==> src/rtl/prefix_adder5_pkg.sv <==
// Shared constants for the prefix adder slice.
package prefix_adder5_pkg;
  localparam int PA_WIDTH = 5;
endpackage

==> src/rtl/prefix_adder5_cells.sv <==
// Leaf cells of the prefix tree: per-bit generate/propagate (A) and span combine (B).
module prefix_gp_cell (
  input  logic x,
  input  logic y,
  output logic e,
  output logic g,
  output logic p
);
  assign e = x ^ y;
  assign g = x & y;
  assign p = x ^ y;
endmodule

module prefix_combine_cell (
  input  logic g2,
  input  logic p2,
  input  logic g1,
  input  logic p1,
  output logic g,
  output logic p
);
  assign g = g2 | (p2 & g1);
  assign p = p2 & p1;
endmodule

==> src/rtl/prefix_adder5.sv <==
// Registered parallel-prefix adder: {cout,z} <= x + y one cycle after in_valid.
module prefix_adder5
  import prefix_adder5_pkg::*;
#(
  parameter int WIDTH = PA_WIDTH
) (
  input  logic             clk,
  input  logic             rst_n,
  input  logic             in_valid,
  input  logic [WIDTH-1:0] x,
  input  logic [WIDTH-1:0] y,
  output logic [WIDTH-1:0] z,
  output logic             cout,
  output logic             out_valid
);
  localparam int LEVELS = (WIDTH > 1) ? $clog2(WIDTH) : 0;

  logic [WIDTH-1:0] e, g0, p0;
  logic [WIDTH-1:0] z_nxt;
  logic             cout_nxt;
  logic             unused_p;

  for (genvar i = 0; i < WIDTH; i++) begin : gp
    prefix_gp_cell u_gp (.x(x[i]), .y(y[i]), .e(e[i]), .g(g0[i]), .p(p0[i]));
  end

  // Sklansky tree: at level l, bit i with bit (l-1) set absorbs the group ending
  // just below its 2^(l-1)-aligned boundary, so lvl[LEVELS].g[i] = G[i:0].
  for (genvar l = 0; l <= LEVELS; l++) begin : lvl
    logic [WIDTH-1:0] g, p;
    if (l == 0) begin : base
      assign g = g0;
      assign p = p0;
    end else begin : comb
      for (genvar i = 0; i < WIDTH; i++) begin : bit_
        if (((i >> (l-1)) & 1) == 1) begin : node
          localparam int J = ((i >> (l-1)) << (l-1)) - 1;
          prefix_combine_cell u_b (
            .g2(lvl[l-1].g[i]), .p2(lvl[l-1].p[i]),
            .g1(lvl[l-1].g[J]), .p1(lvl[l-1].p[J]),
            .g (g[i]),          .p (p[i])
          );
        end else begin : pass
          assign g[i] = lvl[l-1].g[i];
          assign p[i] = lvl[l-1].p[i];
        end
      end
    end
  end

  // Final-level group propagates are not needed without a carry-in.
  assign unused_p = ^lvl[LEVELS].p;

  always_comb begin
    z_nxt    = e;
    for (int i = 1; i < WIDTH; i++)
      z_nxt[i] = e[i] ^ lvl[LEVELS].g[i-1];
    cout_nxt = lvl[LEVELS].g[WIDTH-1];
  end

  always_ff @(posedge clk or negedge rst_n) begin
    if (!rst_n) begin
      z         <= '0;
      cout      <= 1'b0;
      out_valid <= 1'b0;
    end else begin
      out_valid <= in_valid;
      if (in_valid) begin
        z    <= z_nxt;
        cout <= cout_nxt;
      end
    end
  end
endmodule

==> config.mk <==
export PLATFORM = sky130hd
export DESIGN_NAME = prefix_adder5
export DESIGN_NICKNAME = d
export VERILOG_FILES = /design/src/rtl/prefix_adder5_pkg.sv /design/src/rtl/prefix_adder5_cells.sv /design/src/rtl/prefix_adder5.sv
export SDC_FILE = /design/constraint.sdc
export NUM_CORES = 1
export LEC_CHECK = 0
export ABC_AREA = 1
export CORE_AREA = 2 2 39 41
export DETAILED_ROUTE_END_ITERATION = 10
export DIE_AREA = 0 0 41 43
export HOLD_SLACK_MARGIN = 0.15
export PLACE_DENSITY = 0.65
export SLEW_MARGIN = 20
export SYNTH_ARGS = -nofsm -noshare
export SYNTH_HDL_FRONTEND = slang
export SYNTH_SLANG_ARGS = --single-unit
==> constraint.sdc <==
create_clock -name clk -period 0.8 [get_ports clk]
set_input_delay 0.16 -clock clk [delete_from_list [all_inputs] [get_ports clk]]
set_output_delay 0.16 -clock clk [all_outputs]
set_load 0.05 [all_outputs]
==> results.cfg <==
[route]
finalWirelength_um = 819
drt_iter0_markers = 1
drtPass1Iterations = 2
antenna_left = 0
wl_per_cell_um = 9.00
vias = 368
route.detailed.drc = 0
viasPerCell = 4.04

[sta]
setup_slack_ps = -534
tightest_slew_ps = 302
maxSlewViolCount = 0
finalSetupViolCount = 12
finalHoldViolCount = 0
fin_worst_skew_ps = 0
fmax_mhz = 750
rsz0062_at_grt = yes
period_share = 1.67
setup_tns_ps = -3060
slew_headroom = 0.798
fin_crit_ps = 1330

[yosys]
synth_area_um2 = 403
yosysUniqueCellTypes = 10
syn_nets = 64
syn-mean-instance-area_um2 = 8.95
ys_ff_latch = 7
syn_inst = 45
yosysSeqAreaShare = 0.435
yosysWarnings = 0

[finish]
nFillCells = 124
antenna_cells = 0
area_growth_pct = 97.8
fin_area_um2 = 797
nets = 95
drive_gt1_frac = 0.467
mostFrequentLayoutCell = nand2_1
final_cell_mix = nand2_1 (14), buf_12 (7), inv_1 (6), dfrtp_1 (6), buf_4 (6)

[clocking]
root_buffer = clkbuf_4
cts_max_path_buffers = 2
cts-htree-levels = 1
cts_buffers = 3
cts_tree = built
clock_latency_ps = 230
postCtsHoldBufs = 0
path_clk_slew_ps = 50
cts.sinks = 7

[power_and_ir_drop]
pwr_density_cell_nw_per_um2 = 1770
irDropWorstVdd_v = 0.000571
p_leak_nw = 0.394
finalPower_mw = 1.41

[grt]
grt_overflow = 0
first_global_vias = 344
grt_usage = 0.113
grt_max_degree = 11
antenna_found_initial = 0
grt_pass1_wl_um = 1330

[run_status]
violations = setup timing
status = finished, violations left

[floorplanning]
die_area_um2 = 1760
start_util = 0.291
die_y_um = 43
io_pins = 20
die_w_um = 41
core-area_um2 = 1380
rows = 14

[setup_path]
crit_path_end_kind = register
crit_chain = buf_6, ha_4, inv_2, fa_2, buf_6, fa_2, o21ai_1
worst-path-buf-inv = 3
crit_fanout = 2
start_kind = input pin
cpMaxStageDelayCell = fa_2
cp.arrival_ps = 1450
required_ps = 910
critPathMaxStageDelay_ps = 510
criticalPathCategory = in2reg
cp_top_family = adder cells

[place]
gp_congestion = 0.667
port-buffer-count = 19
placed_area_um2 = 717
dp_hpwl_um = 664

[run]
maxCapViolCount = 0

[min_path]
min_path_type = in2async
metrics by stage:
step / setup WS [ps] / std cells / hold slack [ps] / util
floorplan: -624 / 45 / -136 / -
global placement: -1200 / 82 / 444 / 0.518
detailed placement: -1240 / 82 / 438 / 0.518
CTS: -579 / 89 / 186 / 0.557
global route: -576 / 91 / 182 / 0.576
finish: -534 / 91 / 176 / 0.576
state kept, by name, indices dropped and copies added (netlist names):
name	cells
cout	1
z	5
out_valid	1
cell families (layout without fill, tap and decap cells):
| logic type | count (synthesis) | after routing | synth area share |
|---|---|---|---|
| buffers and inverters | 11 | 41 | 0.102 |
| AND/OR/NAND/NOR | 17 | 17 | 0.161 |
| AO/OA/AOI/OAI | 4 | 4 | 0.0590 |
| flip-flops | 7 | 7 | 0.435 |
| adder cells (fa/ha/maj) | 6 | 6 | 0.242 |
repair_timing:
item	in CTS	in global routing
resized for setup	21	10
endpoints found under the hold margin	0	0
setup buffers	3	2
setup endpoints to repair	13	12
pin swaps	8	11
synthesized netlist by cell type (all sizes together):
library cell  count  area, µm²
dfrtp             7        175
nand3             1       5.00
inv              11       41.3
fa                3       60.1
nand2            14       52.6
nor2              2       7.51
ha                3       37.5
o21ai             4       23.8
power by group:
| part | leakage, nW | total (mW) | internal (mW) | switching [mW] |
|---|---|---|---|---|
| Clock | 0.0150 | 0.295 | 0.189 | 0.106 |
| Combinational | 0.295 | 0.656 | 0.342 | 0.315 |
| Sequential | 0.0835 | 0.457 | 0.405 | 0.0519 |
final timing paths:
path | slack [ps] | to | depth (start not counted) | from
max in group asynchronous | 380 | z[0] | 1 | rst_n
setup reg to reg | 20 | cout | 3 | cout
hold reg to reg | 510 | z[0] | 2 | z[0]
hold / removal | 180 | z[1] | 1 | rst_n
setup / recovery | -530 | z[2] | 7 | y[0]
min in group clk | 230 | z[0] | 4 | x[0]
per-layer routing:
| metal | track usage | wire (µm) |
|---|---|---|
| met3 | 0.0314 | 54 |
| met4 | 0.0400 | 0 |
| met2 | 0.191 | 465 |
| met1 | 0.129 | 299 |
| met5 | 0 | 0 |
worst register-to-register path, cell delays in order (launching register included):
cell     delay, ps
dfrtp_1        400
buf_4          140
nand2_1         70
o21ai_2         50
final cells by class:
cell class,instances,area [µm²],share of cell area
repair buffers,26,308,0.386
inverters,11,41.3,0.0518
clock buffers,4,26.3,0.0330
multi-input cells,27,225,0.283
well taps,16,20.0,0.0251
flip-flops and latches,7,176,0.221
(Power assumes the default switching activity.)
